===== config.mk =====
export PLATFORM = sky130hd
export DESIGN_NAME = fft_mem_seq_flat
export DESIGN_NICKNAME = d
export VERILOG_FILES = /design/src/rtl/fft_mem_seq_if.sv /design/src/rtl/fft_mem_seq.sv /design/src/flat_wrapper.sv
export SDC_FILE = /design/constraint.sdc
export NUM_CORES = 1
export LEC_CHECK = 0
export CELL_PAD_IN_SITES_DETAIL_PLACEMENT = 1
export CELL_PAD_IN_SITES_GLOBAL_PLACEMENT = 2
export CORE_UTILIZATION = 33
export CTS_BUF_LIST = sky130_fd_sc_hd__clkbuf_8
export CTS_CLUSTER_SIZE = 24
export DETAILED_ROUTE_END_ITERATION = 12
export GPL_TIMING_DRIVEN = 0
export HOLD_SLACK_MARGIN = 0.15
export PLACE_DENSITY_LB_ADDON = 0.25
export SLEW_MARGIN = 15
export SYNTH_ARGS = -nofsm -noshare
export SYNTH_HDL_FRONTEND = slang
export SYNTH_SLANG_ARGS = --single-unit

===== constraint.sdc =====
create_clock -name clk -period 7.27 [get_ports clk]
set_input_delay 2.181 -clock clk [delete_from_list [all_inputs] [get_ports clk]]
set_output_delay 2.181 -clock clk [all_outputs]
set_load 0.01 [all_outputs]

===== src/rtl/fft_mem_seq_if.sv =====
// Sequencer-side bundle: FFT control handshake, RAM read/write strobes and
// butterfly datapath strobes for fft_mem_seq.
interface fft_mem_seq_if #(
  parameter int N = 8
);
  localparam int AW = $clog2(N);
  localparam int TW = AW - 1;

  logic          i_start;
  logic          o_busy;
  logic          o_done;
  logic          o_rd_en;
  logic [AW-1:0] o_rd_addr;
  logic          o_cap_a;
  logic          o_cap_b;
  logic          o_bf_start;
  logic [TW-1:0] o_tw_idx;
  logic          i_bf_done;
  logic          o_wr_en;
  logic [AW-1:0] o_wr_addr;
  logic          o_wr_sel;
  logic [AW-1:0] o_stage;

  modport master (
    output i_start, i_bf_done,
    input  o_busy, o_done, o_rd_en, o_rd_addr, o_cap_a, o_cap_b, o_bf_start,
           o_tw_idx, o_wr_en, o_wr_addr, o_wr_sel, o_stage
  );

  modport slave (
    input  i_start, i_bf_done,
    output o_busy, o_done, o_rd_en, o_rd_addr, o_cap_a, o_cap_b, o_bf_start,
           o_tw_idx, o_wr_en, o_wr_addr, o_wr_sel, o_stage
  );
endinterface


===== src/rtl/fft_mem_seq.sv =====
// In-place radix-2 DIT FFT sequencer: walks every stage/butterfly, reading A and B,
// strobing the butterfly, then writing A' and B' back to the same addresses.
module fft_mem_seq #(
  parameter int N = 8
) (
  input  logic          clk,
  input  logic          rst,
  fft_mem_seq_if.slave  bus
);
  localparam int AW = $clog2(N);
  localparam int TW = AW - 1;
  localparam int KW = AW - 1;
  localparam logic [AW-1:0] ONE_AW = AW'(1);
  localparam logic [AW-1:0] LAST_S = AW'(AW - 1);
  localparam logic [KW-1:0] LAST_K = KW'(N / 2 - 1);

  typedef enum logic [3:0] {
    S_IDLE, S_RD_A, S_RD_B, S_CAP_B, S_START, S_WAIT, S_WR_A, S_WR_B, S_DONE
  } state_t;

  state_t        state_r, state_s;
  logic [AW-1:0] stage_r, stage_s;
  logic [KW-1:0] k_r, k_s;

  logic          busy_s, done_s, rd_en_s, cap_a_s, cap_b_s, bf_start_s, wr_en_s, wr_sel_s;
  logic [AW-1:0] rd_addr_s, wr_addr_s, stage_out_s, addr_a_s, addr_b_s;
  logic [TW-1:0] tw_s;
  logic          busy_r, done_r, rd_en_r, cap_a_r, cap_b_r, bf_start_r, wr_en_r, wr_sel_r;
  logic [AW-1:0] rd_addr_r, wr_addr_r, stage_out_r;
  logic [TW-1:0] tw_r;

  function automatic logic [AW-1:0] addr_a_f(input logic [AW-1:0] s, input logic [KW-1:0] k);
    logic [AW-1:0] kk, half, pos, grp;
    kk   = {1'b0, k};
    half = ONE_AW << s;
    pos  = kk & (half - ONE_AW);
    grp  = kk >> s;
    return (grp << (s + ONE_AW)) + pos;
  endfunction

  function automatic logic [AW-1:0] addr_b_f(input logic [AW-1:0] s, input logic [KW-1:0] k);
    return addr_a_f(s, k) + (ONE_AW << s);
  endfunction

  function automatic logic [TW-1:0] tw_f(input logic [AW-1:0] s, input logic [KW-1:0] k);
    logic [AW-1:0] pos, t;
    pos = {1'b0, k} & ((ONE_AW << s) - ONE_AW);
    t   = pos << (LAST_S - s);
    return t[TW-1:0];
  endfunction

  // State and stage/butterfly counters
  always_ff @(posedge clk) begin
    if (rst) begin
      state_r <= S_IDLE;
      stage_r <= {AW{1'b0}};
      k_r     <= {KW{1'b0}};
    end else begin
      state_r <= state_s;
      stage_r <= stage_s;
      k_r     <= k_s;
    end
  end

  // Next-state and counter advance
  always_comb begin
    state_s = state_r;
    stage_s = stage_r;
    k_s     = k_r;
    case (state_r)
      S_IDLE: begin
        if (bus.i_start) begin
          state_s = S_RD_A;
          stage_s = {AW{1'b0}};
          k_s     = {KW{1'b0}};
        end else begin
          state_s = S_IDLE;
        end
      end
      S_RD_A:  state_s = S_RD_B;
      S_RD_B:  state_s = S_CAP_B;
      S_CAP_B: state_s = S_START;
      S_START: state_s = S_WAIT;
      S_WAIT: begin
        if (bus.i_bf_done) begin
          state_s = S_WR_A;
        end else begin
          state_s = S_WAIT;
        end
      end
      S_WR_A: state_s = S_WR_B;
      S_WR_B: begin
        if (k_r == LAST_K) begin
          if (stage_r == LAST_S) begin
            state_s = S_DONE;
          end else begin
            state_s = S_RD_A;
            stage_s = stage_r + ONE_AW;
            k_s     = {KW{1'b0}};
          end
        end else begin
          state_s = S_RD_A;
          k_s     = k_r + KW'(1);
        end
      end
      S_DONE:  state_s = S_IDLE;
      default: state_s = S_IDLE;
    endcase
  end

  // Output decode from the upcoming state so the registered outputs line up with it
  always_comb begin
    addr_a_s   = addr_a_f(stage_s, k_s);
    addr_b_s   = addr_b_f(stage_s, k_s);
    busy_s     = (state_s != S_IDLE) && (state_s != S_DONE);
    done_s     = 1'b0;
    rd_en_s    = 1'b0;
    rd_addr_s  = {AW{1'b0}};
    cap_a_s    = 1'b0;
    cap_b_s    = 1'b0;
    bf_start_s = 1'b0;
    wr_en_s    = 1'b0;
    wr_addr_s  = {AW{1'b0}};
    wr_sel_s   = 1'b0;
    if (busy_s) begin
      tw_s        = tw_f(stage_s, k_s);
      stage_out_s = stage_s;
    end else begin
      tw_s        = {TW{1'b0}};
      stage_out_s = {AW{1'b0}};
    end
    case (state_s)
      S_RD_A: begin
        rd_en_s   = 1'b1;
        rd_addr_s = addr_a_s;
      end
      S_RD_B: begin
        rd_en_s   = 1'b1;
        rd_addr_s = addr_b_s;
        cap_a_s   = 1'b1;
      end
      S_CAP_B: cap_b_s    = 1'b1;
      S_START: bf_start_s = 1'b1;
      S_WR_A: begin
        wr_en_s   = 1'b1;
        wr_addr_s = addr_a_s;
      end
      S_WR_B: begin
        wr_en_s   = 1'b1;
        wr_addr_s = addr_b_s;
        wr_sel_s  = 1'b1;
      end
      S_DONE:  done_s  = 1'b1;
      default: done_s  = 1'b0;
    endcase
  end

  // Output registers; reset clears everything so no write can straddle it
  always_ff @(posedge clk) begin
    if (rst) begin
      busy_r      <= 1'b0;
      done_r      <= 1'b0;
      rd_en_r     <= 1'b0;
      rd_addr_r   <= {AW{1'b0}};
      cap_a_r     <= 1'b0;
      cap_b_r     <= 1'b0;
      bf_start_r  <= 1'b0;
      tw_r        <= {TW{1'b0}};
      wr_en_r     <= 1'b0;
      wr_addr_r   <= {AW{1'b0}};
      wr_sel_r    <= 1'b0;
      stage_out_r <= {AW{1'b0}};
    end else begin
      busy_r      <= busy_s;
      done_r      <= done_s;
      rd_en_r     <= rd_en_s;
      rd_addr_r   <= rd_addr_s;
      cap_a_r     <= cap_a_s;
      cap_b_r     <= cap_b_s;
      bf_start_r  <= bf_start_s;
      tw_r        <= tw_s;
      wr_en_r     <= wr_en_s;
      wr_addr_r   <= wr_addr_s;
      wr_sel_r    <= wr_sel_s;
      stage_out_r <= stage_out_s;
    end
  end

  assign bus.o_busy     = busy_r;
  assign bus.o_done     = done_r;
  assign bus.o_rd_en    = rd_en_r;
  assign bus.o_rd_addr  = rd_addr_r;
  assign bus.o_cap_a    = cap_a_r;
  assign bus.o_cap_b    = cap_b_r;
  assign bus.o_bf_start = bf_start_r;
  assign bus.o_tw_idx   = tw_r;
  assign bus.o_wr_en    = wr_en_r;
  assign bus.o_wr_addr  = wr_addr_r;
  assign bus.o_wr_sel   = wr_sel_r;
  assign bus.o_stage    = stage_out_r;
endmodule


===== src/flat_wrapper.sv =====
// flat-port wrapper written by rule: the top's interface ports become plain ports
module fft_mem_seq_flat 
#(
  parameter int N = 8
)
  (clk, rst, bus_i_start, bus_i_bf_done, bus_o_busy, bus_o_done, bus_o_rd_en, bus_o_rd_addr, bus_o_cap_a, bus_o_cap_b, bus_o_bf_start, bus_o_tw_idx, bus_o_wr_en, bus_o_wr_addr, bus_o_wr_sel, bus_o_stage);
  fft_mem_seq_if #(.N(N)) bus_i ();
  input  logic clk;
  input  logic rst;
  input wire logic [$bits(bus_i.i_start)-1:0] bus_i_start;
  input wire logic [$bits(bus_i.i_bf_done)-1:0] bus_i_bf_done;
  output wire logic [$bits(bus_i.o_busy)-1:0] bus_o_busy;
  output wire logic [$bits(bus_i.o_done)-1:0] bus_o_done;
  output wire logic [$bits(bus_i.o_rd_en)-1:0] bus_o_rd_en;
  output wire logic [$bits(bus_i.o_rd_addr)-1:0] bus_o_rd_addr;
  output wire logic [$bits(bus_i.o_cap_a)-1:0] bus_o_cap_a;
  output wire logic [$bits(bus_i.o_cap_b)-1:0] bus_o_cap_b;
  output wire logic [$bits(bus_i.o_bf_start)-1:0] bus_o_bf_start;
  output wire logic [$bits(bus_i.o_tw_idx)-1:0] bus_o_tw_idx;
  output wire logic [$bits(bus_i.o_wr_en)-1:0] bus_o_wr_en;
  output wire logic [$bits(bus_i.o_wr_addr)-1:0] bus_o_wr_addr;
  output wire logic [$bits(bus_i.o_wr_sel)-1:0] bus_o_wr_sel;
  output wire logic [$bits(bus_i.o_stage)-1:0] bus_o_stage;
  assign bus_i.i_start = bus_i_start;
  assign bus_i.i_bf_done = bus_i_bf_done;
  assign bus_o_busy = bus_i.o_busy;
  assign bus_o_done = bus_i.o_done;
  assign bus_o_rd_en = bus_i.o_rd_en;
  assign bus_o_rd_addr = bus_i.o_rd_addr;
  assign bus_o_cap_a = bus_i.o_cap_a;
  assign bus_o_cap_b = bus_i.o_cap_b;
  assign bus_o_bf_start = bus_i.o_bf_start;
  assign bus_o_tw_idx = bus_i.o_tw_idx;
  assign bus_o_wr_en = bus_i.o_wr_en;
  assign bus_o_wr_addr = bus_i.o_wr_addr;
  assign bus_o_wr_sel = bus_i.o_wr_sel;
  assign bus_o_stage = bus_i.o_stage;
  fft_mem_seq #(.N(N)) u_core (.clk(clk), .rst(rst), .bus(bus_i));
endmodule

==> key figures, run 1 <==
Synth
  – Unique masters post-synth: 45
  – Synthesized Nets: 192
  – Post-Syn Instances: 177
  – Top FF cell, synth: dfxtp_1
  – Sequential fraction of the synthesis area: 0.374
  – Syn. warnings: 0
  – Yosys top cell by area: dfxtp_1
  – Synthesized flop and latch total: 28
  – Synth top area share: 0.374
  – Synth Cell Area: 0.00150 mm2
  – Top post-synthesis cells by area: dfxtp_1, ha_1, nor2_1
  – Synth cell count leaders: nor2_1, dfxtp_1, nand2_1
  – Most common cell in the netlist: nor2_1
  – Synth Area per Inst: 8.48 um2
  – FFs w/ async S/R, synth: 0
  – Number of enable flip-flop cells after synthesis: 0

Finish
  – Area growth, synth to finish: 22.3%
  – Register area: 561 um2
  – # nets final: 218
  – Ant. Diodes: 0
  – Share of layout cells above drive strength 1: 0.0495
  – Multi-input gate area: 873 um2
  – # fillers: 522

Global routing
  – Vias in the first global route: 1439
  – GR Util All Layers: 0.177
  – Wire length of the first global-routing pass: 6860 um
  – Antenna violations before repair: 0
  – Largest net degree at the start of global routing: 16
  – Total gr overflow: 0

Placed design
  – Pre-CTS worst setup slack: -0.0852 ns
  – Routability Congestion: 0.798
  – Hpwl dp: 2960 um
  – PortBufs: 21

Min path
  – End of the worst hold path: u_core.k_r[1]
  – Hold Startpoint: u_core.k_r[1]
  – Hold Path Stages: 2
  – Hold WC Path Type: register to register

Power and ir drop
  – Leak Pwr: 0.000706 uW
  – Cell Pwr Density: 159 mW/mm2
  – VDD IR-drop max: 0.0806 mV
  – Pwr Total: 292 uW

Setup path
  – Crit start category: input pin
  – Slowest stage delay, CP: 0.58 ns
  – Critical path arrival: 7.21 ns
  – Reg2reg setup slack: 2.25 ns
  – Critical path, cell by cell: clkdlybuf4s50_1, or4b_4, o21ai_1, mux2_4, inv_1, ha_1, inv_1, o31ai_1, nor2_1, nand2_1, or4_1, fa_1, fa_1, o21bai_1, and3b_1, or4_1, a21oi_1, mux2_2
  – Reg2reg start: u_core.k_r[0]
  – CP max stage cell: fa_1
  – Setup Crit Path Kind: input pin to register
  – RR Endpoint: u_core.bus.o_rd_addr[2]
  – Worst Reg-to-Reg Cells: 19
  – Critical Path Sink Type: register
  – Worst-path maximum fanout: 9
  – CP required: 7.50 ns

CTS
  – CTS Root Buffer Type: clkbuf_8
  – H-Tree Depth: 1
  – CTS clk-pin slew, worst paths: 0.10 ns
  – CTS Buf Count: 3
  – Clock Sinks: 28
  – CTS max path bufs: 2
  – Skew-Pair Late Insertion Delay: 0.28 ns
  – Hold Buf Count CTS: 0
  – CTS tree: yes

Timing
  – RSZ-0062 raised after global routing: no
  – Setup violators final: 0
  – Slew headroom: 0.602
  – Setup TNS: 0 ns
  – Worst-margin pin slew: 0.595 ns
  – Setup WS post-layout: 0.289 ns
  – Tmin final: 6.98 ns
  – Period utilisation layout: 0.960
  – Count of final hold-check violations: 0
  – Fmax: 0.143 GHz
  – Final Slew Violations: 0
  – Clk_skew: 0.00375 ns
  – WHS: 0.639 ns

Routing
  – Antenna Violating Nets Remaining: 0
  – Initial DRC count: 84
  – DRT Pass-1 Iters: 4
  – Via count: 1324
  – WL final: 3870 um
  – WL/cell: 15.2 um
  – Post-DR vias/cell: 5.21
  – DRC: 0

Floorplanning
  – I/O pins: 23
  – Starting Density: 0.345
  – Die H: 69.4 um
  – Core Rows: 24
  – Core area: 0.00435 mm2
  – DIE AREA: 0.00482 mm2
  – Die Width: 69.4 um

Job
  – Max-cap violations: 0

Status
  – Status: complete, no violations
logic make-up (layout without fill, tap and decap cells):
kind of cell	Yosys count	after routing	synth area share
buf+inv	18	43	0.0467
simple gates	77	77	0.260
compound gates	34	34	0.159
xor+xnor	4	4	0.0234
mux	5	5	0.0350
fa+ha+maj	11	11	0.102
flops	28	28	0.374
area by class of cell:
cell class	count	area share
Clock buffer	4	0.0300
Inverter	11	0.0225
Timing Repair Buffer	21	0.115
Tap cell	52	0.0355
Buffer	7	0.0157
Sequential cell	28	0.306
Multi-Input combinational cell	131	0.476
layout by cell type, fill, tap and decap left out, drive strengths merged, types with 2 or more instances in the layout:
master         instances
a21oi                  9
a31oi                  3
a32oi                  2
and2                   2
and3                   3
buf                    2
clkbuf                 9
clkdlybuf4s50         21
dfxtp                 28
fa                     2
ha                     9
inv                   11
mux2                   2
mux2i                  3
nand2                 13
nand2b                 3
nand3                  2
nand3b                 2
nand4b                 2
nor2                  30
nor2b                  4
nor3                   6
nor4                   2
o211ai                 2
o21ai                  5
o31ai                  2
or3                    2
or4                    2
xor2                   4
sequential cells by signal, summed over array words and instances, names as in the netlist, 2 cells and up:
name / count
u_core.k_r: 2
u_core.state_r: 4
u_core.bus.o_tw_idx: 2
u_core.bus.o_rd_addr: 3
u_core.bus.o_wr_addr: 3
u_core.bus.o_stage: 3
u_core.stage_r: 3
critical path, delay by kind of cell:
kind	cells	cell delay, ns
simple gates	6	1.99
fa+ha+maj	3	1.30
buf+inv	3	0.67
compound gates	4	0.64
mux	2	0.42
through the flow:
stage	utilization	area, um2	instances
after floorplan	-	1500	177
after global placement	0.408	1780	250
after detailed placement	0.408	1780	250
after CTS	0.420	1830	254
after global routing	0.421	1830	254
final	0.421	1830	254
layer usage:
| metal | track usage | part of all wire |
|---|---|---|
| met3 | 0.0233 | 0.018 |
| met5 | 0 | 0 |
| met4 | 0.0476 | 0.0098 |
| met1 | 0.218 | 0.48 |
| met2 | 0.320 | 0.49 |
worst max-delay path by stage:
stage	start	slack, ns	to	cells past startpoint
global route	bus_i_start	0.0007	u_core.bus.o_rd_addr[2]	18
floorplan	bus_i_start	0.91	u_core.bus.o_rd_addr[2]	17
finish	bus_i_start	0.29	u_core.bus.o_rd_addr[2]	18
CTS	bus_i_start	0.20	u_core.bus.o_rd_addr[2]	18
global placement	bus_i_start	-0.03	u_core.bus.o_rd_addr[2]	18
detailed placement	bus_i_start	-0.09	u_core.bus.o_rd_addr[2]	18
power by group:
| part | switching, uW | internal (uW) |
|---|---|---|
| logic | 18.7 | 14.0 |
| registers | 1.83 | 157 |
| clock network | 51.8 | 48.6 |
| total | 72.3 | 220 |
repair_timing:
item                                    4_1_cts  5_1_grt
setup buffers                                 0        0
endpoints found under the setup margin        0        1
gates resized for setup                       0        1
No activity file was read; power rests on OpenSTA's default activity.
==> run 2: changes to the inputs <==
--- a/config.mk
+++ b/config.mk
@@ -13,7 +13,7 @@
 export DETAILED_ROUTE_END_ITERATION = 12
 export GPL_TIMING_DRIVEN = 0
 export HOLD_SLACK_MARGIN = 0.15
-export PLACE_DENSITY_LB_ADDON = 0.25
+export PLACE_DENSITY_LB_ADDON = 0.1
 export SLEW_MARGIN = 15
 export SYNTH_ARGS = -nofsm -noshare
 export SYNTH_HDL_FRONTEND = slang
==> run 2 against run 1 <==
  * First-iteration DRC count down 3.6%
  * Sequential cell count unchanged
  * Sequential power hardly changed
  * Worst hold slack lost 0.0059 ns
  * Final cell count is the same
  * Wire length grew 0.26%
  * Critical path depth is the same
  * Sequential share of layout area shrank 0.33 points
  * Largest power group unchanged
==> key figures, run 2 (synthesized netlist as in run 1, its figures left out) <==
Power and ir drop
  – Switching share of power: 0.220 (-0.0272)
  – Register share of total power: 0.506 (-0.039)
  – Combinational share of power: 0.105 (-0.007)
  – Cell Pwr Density: 169 mW/mm2 (+6.4%)
  – Sw power: 69.1 uW (-4.3%)
  – Int Pwr: 245 uW (+11%)
  – Leak Pwr: 0.000713 uW (+1.0%)
  – Pwr Total: 314 uW (+7.5%)
  – Clk network pwr share: 0.389 (+0.045)
  – VDD IR-drop max: 0.107 mV (+32%)

Setup path
  – Cell family with most CP delay: simple AND/OR/NAND/NOR gates
  – CP startpoint: bus_i_start
  – Crit path to: u_core.bus.o_rd_addr[2]
  – Slowest stage delay, CP: 0.57 ns (about the same)
  – Setup Crit Path Kind: input pin to register
  – Critical path depth: 18 (unchanged)
  – Critical Path Sink Type: register
  – Critical path, cell by cell: clkdlybuf4s50_1, or4b_4, o211ai_1, o311a_1, inv_1, ha_1, inv_1, o31ai_1, nor2_1, nand2_1, or4_1, fa_1, fa_1, o21bai_1, and3b_1, or4_1, a21oi_1, mux2_2
  – RR Endpoint: u_core.bus.o_rd_addr[2]
  – Worst-path maximum fanout: 7 (-2)
  – Crit path buffers/inverters: 3 (unchanged)
  – Reg2reg start: u_core.k_r[0]
  – CP required: 7.50 ns (about the same)
  – Crit start category: input pin
  – CP max stage cell: fa_1
  – Worst Reg-to-Reg Cells: 19 (unchanged)
  – Reg2reg setup slack: 2.25 ns (about the same)
  – Critical path arrival: 7.21 ns (about the same)

Finish
  – Area growth, synth to finish: 23.6%
  – Share of layout cells above drive strength 1: 0.0545 (+0.00495)
  – Design area: 0.00185 mm2 (+1.1%)
  – # fillers: 530 (+1.5%)
  – Final Core Density: 0.426 (+0.00460)
  – Most frequent cells in the layout: nor2_1, dfxtp_1, clkdlybuf4s50_1
  – Commonest non-fill, non-tap cell in the layout: nor2_1
  – # nets final: 218 (unchanged)
  – Fin cells: 254 (unchanged)
  – Ant. Diodes: 0 (unchanged)
  – Max FFs per register: 4 (unchanged)
  – Register area: 561 um2 (unchanged)
  – Multi-input gate area: 877 um2 (+0.43%)
  – Top reg by flops: u_core.state_r

CTS
  – H-Tree Depth: 1 (unchanged)
  – Number of gates resized after CTS: 0 (unchanged)
  – CTS Root Buffer Type: clkbuf_8
  – Post-CTS setup buffer count: 0 (unchanged)
  – CTS tree: yes
  – CTS Buf Count: 3 (unchanged)
  – Skew-Pair Late Insertion Delay: 0.28 ns (about the same)
  – CTS max path bufs: 2 (unchanged)
  – Clock Sinks: 28 (unchanged)
  – Hold Buf Count CTS: 0 (unchanged)
  – CTS clk-pin slew, worst paths: 0.10 ns (about the same)

Min path
  – Hold WC Path Type: register to register

Timing
  – Clk_skew: 0.0133 ns (+0.00950 ns)
  – Final Slew Violations: 0 (unchanged)
  – Fmax: 0.143 GHz (about the same)
  – Period utilisation layout: 0.960 (about the same)
  – Tmin final: 6.98 ns (-0.00261 ns)
  – Slew headroom: 0.632 (+0.0306)
  – Worst-margin pin slew: 0.551 ns (-0.0436 ns)
  – Count of final hold-check violations: 0 (unchanged)
  – Setup TNS: 0 ns (unchanged)
  – Setup violators final: 0 (unchanged)
  – RSZ-0062 raised after global routing: no

Routing
  – WL final: 3880 um (+0.26%)
  – WL/cell: 15.3 um (+0.26%)
  – Via count: 1337 (+0.98%)
  – Initial DRC count: 81 (-3.6%)
  – Post-DR vias/cell: 5.26 (+0.98%)
  – DRT Pass-1 Iters: 4 (unchanged)
  – DRC: 0 (unchanged)
  – Antenna Violating Nets Remaining: 0 (unchanged)

Floorplanning
  – DIE AREA: 0.00482 mm2 (unchanged)
  – Core Rows: 24 (unchanged)
  – Starting Density: 0.345 (unchanged)
  – Die Width: 69.4 um (unchanged)
  – Die H: 69.4 um (unchanged)
  – I/O pins: 23 (unchanged)
  – Core area: 0.00435 mm2 (unchanged)

Global routing
  – Largest net degree at the start of global routing: 17 (+1)
  – GR Util All Layers: 0.174 (-0.00328)
  – Wire length of the first global-routing pass: 6680 um (-2.6%)
  – Total gr overflow: 0 (unchanged)
  – Antenna violations before repair: 0 (unchanged)
  – Vias in the first global route: 1333 (-7.4%)

Placed design
  – Routability Congestion: 0.827 (+3.7%)
  – Placed Instances: 250 (unchanged)
  – PortBufs: 21 (unchanged)
  – Placed cell area: 0.00178 mm2 (unchanged)
  – Hpwl dp: 3010 um (+1.7%)

Job
  – Max-cap violations: 0 (unchanged)

Status
  – Status: complete, no violations
run 2: how the worst min path moves through the flow:
stage / start / end / slack (ns) / cells after the start
final: u_core.k_r[1] / u_core.k_r[1] / 0.63 / 2
after global routing: u_core.k_r[1] / u_core.k_r[1] / 0.67 / 2
after CTS: u_core.k_r[1] / u_core.k_r[1] / 0.65 / 2
after detailed placement: u_core.k_r[1] / u_core.k_r[1] / 0.62 / 2
after global placement: u_core.k_r[1] / u_core.k_r[1] / 0.60 / 2
after floorplan: u_core.k_r[1] / u_core.k_r[1] / 0.52 / 2
run 2: tightest hold or removal path, stage by stage, from the launching register on:
cell and delay, ns:
dfxtp_1 0.35, a32oi_1 0.14, nor2_1 0.11
run 2: stage by stage:
stage | setup slack (ns) | hold slack, ns
2_1_floorplan | 0.909 | 0.520
5_1_grt | 0.00509 | 0.670
6_report | 0.292 | 0.633
3_3_place_gp | -0.0451 | 0.595
4_1_cts | 0.179 | 0.647
3_5_place_dp | -0.111 | 0.624
run 2: routing by layer:
layer | vias to the layer above | part of all wire | track usage | routed length [um]
met2 | 25 | 0.49 | 0.305 | 1910
met4 | 0 | 0.0059 | 0.0272 | 23
li1 | 672 | - | - | -
met5 | - | 0 | 0 | 0
met3 | 2 | 0.029 | 0.0349 | 111
met1 | 638 | 0.47 | 0.222 | 1830
run 2: power groups by stage:
stage               Clock [uW]  Combinational (uW)  Sequential, uW
global placement             0                32.3             162
global route               134                36.3             160
floorplan                    0                19.5             164
CTS                        127                32.9             159
finish                     122                32.9             159
detailed placement           0                32.6             163
run 2: final cells by class:
class,instances,share of cell area
buffer,7,0.0155
clock buffer,3,0.0223
clock inverter,1,0.0162
inverter,11,0.0223
multi-input combinational,131,0.473
sequential,28,0.302
tap,52,0.0351
timing repair buffer,21,0.113
